### src/rtl/prog_loader_pkg.sv
// -----------------------------------------------------------------------------
// prog_loader_pkg
// Shared definitions for the program loader: the loader state enum and the
// word / address geometry used by the loader and anything that talks to it.
// No ports (package).
// -----------------------------------------------------------------------------
package prog_loader_pkg;

    localparam int WORD_W = 16;
    localparam int ADDR_W = 16;
    localparam logic [ADDR_W-1:0] ADDR_MAX = 16'hFFFF;

    typedef enum logic [1:0] {
        ST_IDLE  = 2'd0,
        ST_LATCH = 2'd1,
        ST_WRITE = 2'd2,
        ST_DONE  = 2'd3
    } ld_state_e;

endpackage : prog_loader_pkg

### src/rtl/prog_loader.sv
// -----------------------------------------------------------------------------
// prog_loader
// Copies a flat program image into memory one 16-bit word per write.
// Word 0 of the image is the origin: it becomes pc_init and the first write
// address. Words 1..N-1 are written to consecutive addresses from the origin.
// A write whose address is 16'hFFFF while words remain ends the load with err.
//
// Parameters:
//   SIZE       image width in bits (multiple of 16, >= 16)
// Ports:
//   clk        clock, rising edge
//   rst_n      asynchronous active-low reset
//   start      begin a load (honoured in IDLE and DONE only)
//   prog       flat image, word k = prog[16k+15:16k]
//   mem_addr   write address        mem_wdata  write data
//   mem_we     write request        mem_ack    write accepted this edge
//   pc_init    latched origin       busy       load in progress
//   done       load complete (level) err      load aborted on address wrap
//   checksum   (only with PROG_LOADER_CHECKSUM_EN) mod-2^16 sum of acked data
//
// Optional feature macro: PROG_LOADER_CHECKSUM_EN adds the checksum output.
// -----------------------------------------------------------------------------
module prog_loader
    import prog_loader_pkg::*;
#(
    parameter int SIZE = 80
) (
    input  logic              clk,
    input  logic              rst_n,
    input  logic              start,
    input  logic [SIZE-1:0]   prog,
    output logic [ADDR_W-1:0] mem_addr,
    output logic [WORD_W-1:0] mem_wdata,
    output logic              mem_we,
    input  logic              mem_ack,
    output logic [ADDR_W-1:0] pc_init,
    output logic              busy,
    output logic              done,
    output logic              err
`ifdef PROG_LOADER_CHECKSUM_EN
    ,
    output logic [WORD_W-1:0] checksum
`endif
);

    localparam int NWORDS = SIZE / WORD_W;
    localparam int IDX_W  = (NWORDS > 1) ? $clog2(NWORDS) : 1;
    localparam logic [IDX_W-1:0] LAST_IDX = IDX_W'(NWORDS - 1);

    ld_state_e         state_q, state_d;
    logic [SIZE-1:0]   snap_q,  snap_d;
    logic [ADDR_W-1:0] addr_q,  addr_d;
    logic [IDX_W-1:0]  idx_q,   idx_d;
    logic [ADDR_W-1:0] pc_q,    pc_d;
    logic              err_q,   err_d;
    logic [WORD_W-1:0] wr_word;
`ifdef PROG_LOADER_CHECKSUM_EN
    logic [WORD_W-1:0] sum_q,   sum_d;
`endif

    // Current word to write, taken straight out of the snapshot.
    assign wr_word = snap_q[WORD_W*idx_q +: WORD_W];

    always_comb begin
        state_d = state_q;
        snap_d  = snap_q;
        addr_d  = addr_q;
        idx_d   = idx_q;
        pc_d    = pc_q;
        err_d   = err_q;
`ifdef PROG_LOADER_CHECKSUM_EN
        sum_d   = sum_q;
`endif
        case (state_q)
            ST_IDLE, ST_DONE: begin
                if (start) begin
                    snap_d  = prog;
                    err_d   = 1'b0;
`ifdef PROG_LOADER_CHECKSUM_EN
                    sum_d   = '0;
`endif
                    state_d = ST_LATCH;
                end
            end
            ST_LATCH: begin
                pc_d    = snap_q[ADDR_W-1:0];
                addr_d  = snap_q[ADDR_W-1:0];
                idx_d   = IDX_W'(1);
                // An origin-only image has nothing to write.
                state_d = (NWORDS == 1) ? ST_DONE : ST_WRITE;
            end
            ST_WRITE: begin
                if (mem_ack) begin
                    addr_d = addr_q + ADDR_W'(1);
                    idx_d  = idx_q + IDX_W'(1);
`ifdef PROG_LOADER_CHECKSUM_EN
                    sum_d  = sum_q + wr_word;
`endif
                    if (idx_q == LAST_IDX) begin
                        state_d = ST_DONE;
                    end else if (addr_q == ADDR_MAX) begin
                        // Words remain but the address space is exhausted:
                        // stop rather than wrap to 0x0000.
                        err_d   = 1'b1;
                        state_d = ST_DONE;
                    end
                end
            end
            default: state_d = ST_IDLE;
        endcase
    end

    always_ff @(posedge clk or negedge rst_n) begin
        if (!rst_n) begin
            state_q <= ST_IDLE;
            snap_q  <= '0;
            addr_q  <= '0;
            idx_q   <= '0;
            pc_q    <= '0;
            err_q   <= 1'b0;
`ifdef PROG_LOADER_CHECKSUM_EN
            sum_q   <= '0;
`endif
        end else begin
            state_q <= state_d;
            snap_q  <= snap_d;
            addr_q  <= addr_d;
            idx_q   <= idx_d;
            pc_q    <= pc_d;
            err_q   <= err_d;
`ifdef PROG_LOADER_CHECKSUM_EN
            sum_q   <= sum_d;
`endif
        end
    end

    // Status and memory outputs decode the state directly, so an asserted
    // reset clears them without waiting for a clock edge.
    assign mem_we    = (state_q == ST_WRITE);
    assign mem_addr  = mem_we ? addr_q  : '0;
    assign mem_wdata = mem_we ? wr_word : '0;
    assign busy      = (state_q == ST_LATCH) || (state_q == ST_WRITE);
    assign done      = (state_q == ST_DONE);
    assign err       = err_q;
    assign pc_init   = pc_q;
`ifdef PROG_LOADER_CHECKSUM_EN
    assign checksum  = sum_q;
`endif

endmodule : prog_loader

### config.mk
export PLATFORM = sky130hd
export DESIGN_NAME = prog_loader
export DESIGN_NICKNAME = d
export VERILOG_FILES = /design/src/rtl/prog_loader_pkg.sv /design/src/rtl/prog_loader.sv
export SDC_FILE = /design/constraint.sdc
export NUM_CORES = 1
export LEC_CHECK = 0
export ABC_AREA = 1
export BUFFER_PORTS_ARGS = -buffer_cell sky130_fd_sc_hd__buf_2
export CAP_MARGIN = 20
export CORE_AREA = 2 2 104 106
export DETAILED_ROUTE_END_ITERATION = 16
export DIE_AREA = 0 0 106 108
export PLACE_DENSITY = 0.85
export SYNTH_ARGS = -nofsm -noshare
export SYNTH_HDL_FRONTEND = slang
export SYNTH_SLANG_ARGS = --single-unit
### constraint.sdc
create_clock -name clk -period 5 [get_ports clk]
set_clock_uncertainty 0.15 [all_clocks]
set_input_delay 0.5 -clock clk [delete_from_list [all_inputs] [get_ports clk]]
set_output_delay 0.5 -clock clk [all_outputs]
set_load 0.005 [all_outputs]
==> results of run 1 <==
## logic make-up (layout without fill, tap and decap cells)
kind of cell	Yosys count	count (layout)	synth area share (%)
compound gates	158	158	13.74
other cells	0	1	0
mux	68	68	12.88
simple gates	203	203	14.04
flops	118	118	49.67
fa+ha+maj	6	6	1.263
buf+inv	108	242	8.251
xor+xnor	1	1	0.1474
## worst max-delay path: cells and delay by family, from the launching register on
| kind | cells | cell delay [ns] |
|---|---|---|
| AOI/OAI and AO/OA | 4 | 0.60 |
| buffers and inverters | 3 | 0.67 |
| DFF | 1 | 0.80 |
## sequential cells by signal (all words and copies together), names as in the netlist
signal	cells
snap_q	80
addr_q	16
pc_init	16
idx_q	3
state_q	2
err	1
## what timing repair did
action                                  CTS  global route
hold buffers                              0             1
gates resized for setup                   0             0
hold endpoints to repair                  0            35
endpoints found under the setup margin    0             0
## layout by cell type, fill, tap and decap left out, drive strengths merged
master	n
or2	4
clkinv	5
nand2	111
ha	6
nor2	66
inv	70
o22ai	4
nor3	1
mux2	68
a21oi	56
nand3	19
xnor2	1
clkbuf	20
o31ai	1
buf	139
clkinvlp	4
a22oi	2
nand4	2
a31oi	6
bufinv	3
o211ai	1
dfrtp	118
o21ai	88
dlygate4sd3	1
diode	1
## metrics by stage
| step | hold WS [ns] | power [uW] |
|---|---|---|
| after global placement | 0.3042 | 4037 |
| after global routing | 0.03099 | 5773 |
| after floorplan | 0.05441 | 3452 |
| final | 0.03624 | 5404 |
| after CTS | 0.02919 | 5387 |
| after detailed placement | 0.3034 | 4141 |
## final cells by class
| cell class | count | area, um2 | area share, % |
|---|---|---|---|
| Inverter | 70 | 262.8 | 3.636 |
| Multi-Input combinational cell | 436 | 2509 | 34.72 |
| Clock inverter | 12 | 152.6 | 2.113 |
| Antenna cell | 1 | 2.502 | 0.03463 |
| Clock buffer | 20 | 445.4 | 6.164 |
| Sequential cell | 118 | 2953 | 40.87 |
| Timing Repair Buffer | 140 | 730.7 | 10.11 |
| Tap cell | 136 | 170.2 | 2.355 |
## power groups by stage
stage / registers, uW / clock network, uW / logic, uW
CTS: 1880 / 1220 / 2280
finish: 1900 / 1220 / 2290
global route: 1940 / 1270 / 2560
floorplan: 1700 / 0 / 1760
detailed placement: 1890 / 0 / 2260
global placement: 1860 / 0 / 2180
## how the worst max path moves through the flow
stage	depth (start not counted)	endpoint	start
after floorplan	8	mem_wdata[10]	state_q[0]$_DFFE_PN0P_
after global placement	5	snap_q[42]$_DFFE_PN0P_	state_q[0]$_DFFE_PN0P_
after detailed placement	7	mem_wdata[8]	idx_q[0]$_DFFE_PN0P_
after CTS	7	mem_wdata[8]	idx_q[0]$_DFFE_PN0P_
after global routing	7	mem_wdata[8]	idx_q[0]$_DFFE_PN0P_
final	7	mem_wdata[8]	idx_q[0]$_DFFE_PN0P_
## metal layers
metal  part of all wire [%]  wire length [um]  GRT usage [%]
met2                     49              8048          51.24
met3                    8.2              1358          8.318
met1                     38              6296          35.50
met5                      0                 0              0
met4                    5.1               837          17.11
==> results.env, run 1 <==
OUTCOME='completed'
SYNTH_SEQ_AREA_SHARE_PCT=49.67
SYNTH_EDF_COUNT=0
SETUP_VIOL=0
H-TREE-DEPTH=4
TIGHTEST_SLEW_NS=1.028
POWER.SWITCHING_FRACTION_PCT=41.66
CRITICAL_PATH.STARTPOINT_TYPE='flop'
SWITCHINGPOWER_uW=2251
CP_DATA_REQUIRED_TIME_NS=4.35
DRTITER0DRC=408
FILLER_CELL_COUNT=736
ASYNC_RESET_FF_SHARE_PCT=100.0
DIE_WIDTH_UM=106
MOST_REPEATED_CELL_IN_THE_GATE_LEVEL_NETLIST_AFTER_SYNTHESIS='sky130_fd_sc_hd__dfrtp_1'
CAP_VIOL_MAX_COUNT=0
CTSLONGESTPATHBUFFERS=2
DRT_DRC_VIOLATIONS_LEFT=0
RSZ0062_AT_GRT='no'
TIMING.CRITICAL_PATH.SLOWEST_STAGE_CELL='sky130_fd_sc_hd__dfrtp_1'
GLOBALPLACE.CONGESTION=1.002
FINALNETCOUNT=873
CRIT_CHAIN='inv_2 -> a21oi_1 -> o21ai_1 -> o21ai_1 -> o21ai_1 -> inv_1 -> buf_2'
CRIT-REG2REG-LAUNCH='state_q[0]$_DFFE_PN0P_'
HOLD_PATH.CLASS='in -> reg'
VIA_COUNT_OF_THE_FIRST_GLOBAL_ROUTING_PASS=5253
DRT_FIRST_PASS_ITERS=6
WORSTREGTOREGCELLS=5
HOLD_DEPTH=2
YS.WARNINGS.COUNT=0
CRIT_PATH_FREQUENT_CELL='sky130_fd_sc_hd__o21ai_1'
PLACED_CELLS=898
CLKTRANSATPATHREGS_NS=0.06
INTERNAL-POWER_uW=3153
ARRIVAL_TIME_AT_THE_WORST_ENDPOINT_NS=2.60
PRE_CTS_SLACK_NS=2.363
AREAGROWTHSYNTHTOFINISH_PCT=21.55
FINAL_MIN_PERIOD_OVER_CLOCK_PERIOD_PCT=65.04
UTILIZATION_PCT=70.62
REGTOREGSETUPSLACK_NS=2.40
POSTCTSSETUPREPAIRBUFS=0
SHARE_SEQ_OF_TOTAL_POWER_PCT=35.1
HOLD_SP='prog[55]'
CORE_UM2=10230
PLACEMENTROWS=37
ROUTED_WIRE_LENGTH_PER_INSTANCE_UM=17.73
ROUTE.DETAILED.VIAS_PER_INST=5.581
CELL_TYPES_WITH_THE_LARGEST_AREA_SHARE_AFTER_SYNTHESIS='sky130_fd_sc_hd__dfrtp_1 50%, sky130_fd_sc_hd__mux2_1 9.1%, sky130_fd_sc_hd__nand2_1 6.8%'
FINAL.SETUP.TNS_NS=0
FINAL_AREA_UM2=7226
FLOORPLAN.IO_PINS=136
INSERTION_DELAY_NS=0.52
IO_BUFFER_COUNT=135
FINAL-HOLD-VIOLATION-COUNT=0
COMB_POWER_SHARE_PCT=42.3
CTS_NUM_SINKS=118
MIN_PERIOD_NS=3.252
GLOBALROUTETOTALUTIL_PCT=30.45
P_CLK_SHARE_PCT=22.6
MAXSLEWHEADROOM_PCT=31.48
SYNTH_NETS=752
WORST_IR_DROP_VDD_uV=492.6
STDCELL_COUNT=933
SYNTHDOMINANTCELLAREASHARE_PCT=49.67
SYNTHCELLS=662
INITIAL_UTILIZATION_PCT=58.10
TRITONCTS='built'
SYN-CELL-AREA_UM2=5944
GR-TOTAL-OVERFLOW=0
CRITICAL_PATH_PEAK_FANOUT=47
POST_SYNTH_MOST_FREQUENT_CELLS='118 x sky130_fd_sc_hd__dfrtp_1, 108 x sky130_fd_sc_hd__nand2_1, 61 x sky130_fd_sc_hd__inv_1'
HOLD-PATH-ENDPOINT='snap_q[55]$_DFFE_PN0P_'
DRIVE_GT1_SHARE_PCT=26.38
MAXSLEWVIOLCOUNT=0
TIMING.CRITICAL_PATH.SLOWEST_CELL_DELAY_NS=0.80
SYNTHDISTINCTLIBCELLS=32
POSTPLACECELLAREA_UM2=6595
HPWL_MM=11.67
GRT_START_MAX_NET_PINS=80
DIE_Y_UM=108
FFS_LATCHES_SYNTH=118
FLOORPLAN.DIE_AREA_UM2=11450
DRT_WL_TOTAL_MM=16.54
POSTLAYOUTSETUPSLACKWORST_NS=1.748
WIRE_LENGTH_OF_THE_FIRST_GLOBAL_ROUTING_PASS_MM=26.24
END_KIND='output pin'
REG2REG_TO='snap_q[40]$_DFFE_PN0P_'
SYNTH_LARGEST_AREA_CELL='sky130_fd_sc_hd__dfrtp_1'
CLK_ROOT_BUFFER_CELL='sky130_fd_sc_hd__clkbuf_8'
P_LEAK_uW=0.003687
CLOCK.FMAX_MHz=307.5
VIAS=5207
FINAL_ANTENNA_NET_COUNT=0
SYNTH_TOP_FLOP_CELL='sky130_fd_sc_hd__dfrtp_1'
POWER_DENSITY_nW_PER_UM2=747.9
SYN-MEAN-INSTANCE-AREA_UM2=8.980
GRT_ANTENNA_BEFORE_REPAIR=1
CTS_INSERTED_BUFFERS=17
PATH_CLASS='reg -> out'
(Power assumes the default switching activity.)
==> run 2: changes to the inputs <==
--- a/config.mk
+++ b/config.mk
@@ -8,10 +8,10 @@
 export ABC_AREA = 1
 export BUFFER_PORTS_ARGS = -buffer_cell sky130_fd_sc_hd__buf_2
 export CAP_MARGIN = 20
-export CORE_AREA = 2 2 104 106
+export CORE_AREA = 2 2 108 110
 export DETAILED_ROUTE_END_ITERATION = 16
-export DIE_AREA = 0 0 106 108
-export PLACE_DENSITY = 0.85
+export DIE_AREA = 0 0 110 112
+export PLACE_DENSITY = 0.79
 export SYNTH_ARGS = -nofsm -noshare
 export SYNTH_HDL_FRONTEND = slang
 export SYNTH_SLANG_ARGS = --single-unit
==> constraint.sdc (replaced) <==
create_clock -name clk -period 3.2 [get_ports clk]
set_clock_uncertainty 0.15 [all_clocks]
set_input_delay 0.32 -clock clk [delete_from_list [all_inputs] [get_ports clk]]
set_output_delay 0.32 -clock clk [all_outputs]
set_load 0.005 [all_outputs]
==> run 2 against run 1 <==
  * Count of clock-buffer cells in the layout is 2 higher
  * Critical path depth unchanged
  * Sequential share of layout area down 3.9 points
  * Cell count grew 8.0%
  * Highest routed layer unchanged
  * Sequential cell count unchanged
  * Register-to-register slack worse by 1.6 ns
  * Worst hold slack lost 0.026 ns
  * Die area rose by 7.6%
  * Global-route usage shrank 0.44 points
==> results.env, run 2 (synthesized netlist as in run 1, its figures left out) <==
GLOBALPLACE.CONGESTION=0.8818  # was 1.002
LARGEST-REGISTER='snap_q'  # unchanged
MIN_PERIOD_NS=2.998
CTS_NUM_SINKS=118  # unchanged
WORST_IR_DROP_VDD_uV=612.5  # was 492.6 uV
PRE_CTS_SLACK_NS=0.7589  # was 2.363 ns
H-TREE-DEPTH=4  # unchanged
TIMING.CRITICAL_PATH.FROM='state_q[0]$_DFFE_PN0P_'  # was idx_q[0]$_DFFE_PN0P_
DRTITER0DRC=362  # was 408
DRT_FIRST_PASS_ITERS=5  # was 6
VIAS=5454  # was 5207
INSERTION_DELAY_NS=0.42  # was 0.52 ns
P_LEAK_uW=0.004018  # was 0.003687 uW
AREAGROWTHSYNTHTOFINISH_PCT=34.22  # was 21.55%
SETUP_VIOL=0  # unchanged
CLK_ROOT_BUFFER_CELL='sky130_fd_sc_hd__clkbuf_16'  # was sky130_fd_sc_hd__clkbuf_8
HPWL_MM=10.75  # was 11.67 mm
POWER_DENSITY_nW_PER_UM2=1087  # was 747.9 nW/um2
CRITICAL_PATH_PEAK_FANOUT=41  # was 47
FINAL_ANTENNA_NET_COUNT=0  # unchanged
GR-TOTAL-OVERFLOW=0  # unchanged
GRT_START_MAX_NET_PINS=70  # was 80
MAXSLEWHEADROOM_PCT=34.47  # was 31.48%
IO_BUFFER_COUNT=135  # unchanged
OUTCOME='completed'  # unchanged
CORE_UM2=11170  # was 10230 um2
CLOCK.FMAX_MHz=333.6
PLACEMENTROWS=39  # was 37
TIMING.CRITICAL_PATH.SLOWEST_STAGE_CELL='sky130_fd_sc_hd__ha_1'  # was sky130_fd_sc_hd__dfrtp_1
END_KIND='output pin'  # unchanged
POSTLAYOUTSETUPSLACKWORST_NS=0.2022  # was 1.748 ns
CRIT_CHAIN='inv_1 -> ha_1 -> inv_2 -> a21oi_1 -> o21ai_1 -> inv_1 -> buf_2'  # was inv_2 -> a21oi_1 -> o21ai_1 -> o21ai_1 -> o21ai_1 -> inv_1 -> buf_2
LARGEST_REGISTER_FFS=80  # unchanged
ARRIVAL_TIME_AT_THE_WORST_ENDPOINT_NS=2.53  # was 2.60 ns
RSZ0062_AT_GRT='no'  # unchanged
DIE_WIDTH_UM=110  # was 106 um
CLKTRANSATPATHREGS_NS=0.06  # about the same
POST_CTS.RESIZED_INSTANCES=0  # unchanged
TIGHTEST_SLEW_NS=0.9830  # was 1.028 ns
FINAL_AREA_UM2=7979  # was 7226 um2
FINALNETCOUNT=942  # was 873
CP_DATA_REQUIRED_TIME_NS=2.73  # was 4.35 ns
LAYOUT.CELLS.MOST_COMMON_LIST='134 x sky130_fd_sc_hd__buf_2, 118 x sky130_fd_sc_hd__dfrtp_1, 107 x sky130_fd_sc_hd__nand2_1'  # unchanged
FLOORPLAN.IO_PINS=136  # unchanged
GLOBALROUTETOTALUTIL_PCT=30.01  # was 30.45%
DRIVE_GT1_SHARE_PCT=24.28  # was 26.38%
CTSLONGESTPATHBUFFERS=2  # unchanged
CRIT-REG2REG-LAUNCH='state_q[0]$_DFFE_PN0P_'  # unchanged
FINAL.SETUP.TNS_NS=0  # unchanged
GRT_ANTENNA_BEFORE_REPAIR=0  # was 1
HOLD_PATH.CLASS='in -> reg'  # unchanged
FINAL_MIN_PERIOD_OVER_CLOCK_PERIOD_PCT=93.68
HOLD_SP='prog[24]'  # was prog[55]
MAXSLEWVIOLCOUNT=0  # unchanged
PATH_CLASS='reg -> out'  # unchanged
FLOORPLAN.DIE_AREA_UM2=12320  # was 11450 um2
VIA_COUNT_OF_THE_FIRST_GLOBAL_ROUTING_PASS=5555  # was 5253
DIE_Y_UM=112  # was 108 um
WIRE_LENGTH_OF_THE_FIRST_GLOBAL_ROUTING_PASS_MM=27.77  # was 26.24 mm
ROUTE.DETAILED.VIAS_PER_INST=5.411  # was 5.581
ROUTED_WIRE_LENGTH_PER_INSTANCE_UM=17.22  # was 17.73 um
FINAL-HOLD-VIOLATION-COUNT=0  # unchanged
INITIAL_UTILIZATION_PCT=53.20  # was 58.10%
DRT_DRC_VIOLATIONS_LEFT=0  # unchanged
N_ANTENNA_CELL=0  # was 1
CRITICAL_PATH.STARTPOINT_TYPE='flop'  # unchanged
TRITONCTS='built'  # unchanged
LAYOUT_COMMONEST_CELL='sky130_fd_sc_hd__buf_2'  # unchanged
TIMING.CRITICAL_PATH.SLOWEST_CELL_DELAY_NS=0.55  # was 0.80 ns
CRIT_PATH_FREQUENT_CELL='sky130_fd_sc_hd__inv_1'  # was sky130_fd_sc_hd__o21ai_1
POSTPLACECELLAREA_UM2=6636  # was 6595 um2
CTS_INSERTED_BUFFERS=17  # unchanged
UTILIZATION_PCT=71.40  # was 70.62%
CAP_VIOL_MAX_COUNT=0  # unchanged
DRT_WL_TOTAL_MM=17.35  # was 16.54 mm
[run 2: cell count changes in the layout (fill, tap and decap cells not counted), sizes merged]
cell	previous run	this run
clkbuf	20	22
buf	139	140
diode	1	0
clkinv	5	6
dlygate4sd3	1	69
clkinvlp	4	0
bufinv	3	4
[run 2: stage by stage]
stage                     std cells  hold WS (ns)  power, uW
final                          1008      0.009942       8674
after global routing           1008      0.003995       9285
after CTS                      1007    0.00005423       8567
after detailed placement        906        0.2589       6466
after global placement          906        0.2557       6312
after floorplan                 662       -0.1256       5394
[run 2: repair_timing]
| action | in CTS | in global routing |
|---|---|---|
| hold endpoints to repair | 118 | 0 |
| hold buffers | 69 | 0 |
| buffers inserted | 0 | 0 |
[run 2: final cells by class]
class                   count  area, um2
fillers                   778       3196
multi-input cells         436       2509
inverters                  70      262.8
clock buffers              22      474.2
flip-flops and latches    118       2953
clock inverters            10      150.1
well taps                 143      178.9
repair buffers            209       1451
[run 2: power by group]
part / total, uW / switching (uW) / internal [uW]
logic: 3810 / 2280 / 1530
clock network: 2020 / 666 / 1350
registers: 2840 / 568 / 2270
[run 2: worst paths after layout]
| kind | cells after the start | slack (ns) | end |
|---|---|---|---|
| setup / recovery | 7 | 0.20 | mem_wdata[6] |
| hold / removal | 2 | 0.01 | snap_q[24]$_DFFE_PN0P_ |
| setup reg to reg | 8 | 0.76 | addr_q[9]$_DFFE_PN0P_ |
| hold reg to reg | 2 | 0.31 | pc_init[12]$_DFFE_PN0N_ |
| max in group asynchronous | 3 | 1.77 | snap_q[21]$_DFFE_PN0P_ |
| min in group asynchronous | 2 | 0.34 | state_q[1]$_DFFE_PN0P_ |
[run 2: critical path: cells and delay by family (launching register included)]
family / cells / cell delay [ns]
buf+inv: 4 / 0.71
fa+ha+maj: 1 / 0.55
flops: 1 / 0.41
compound gates: 2 / 0.42
[run 2: layer usage]
layer / GRT usage, % / routed length, um / vias to the layer above
li1: - / - / 2557
met1: 37.38 / 6710 / 2598
met2: 48.55 / 8672 / 248
met3: 7.143 / 1246 / 51
met4: 14.68 / 723 / 0
met5: 0 / 0 / -
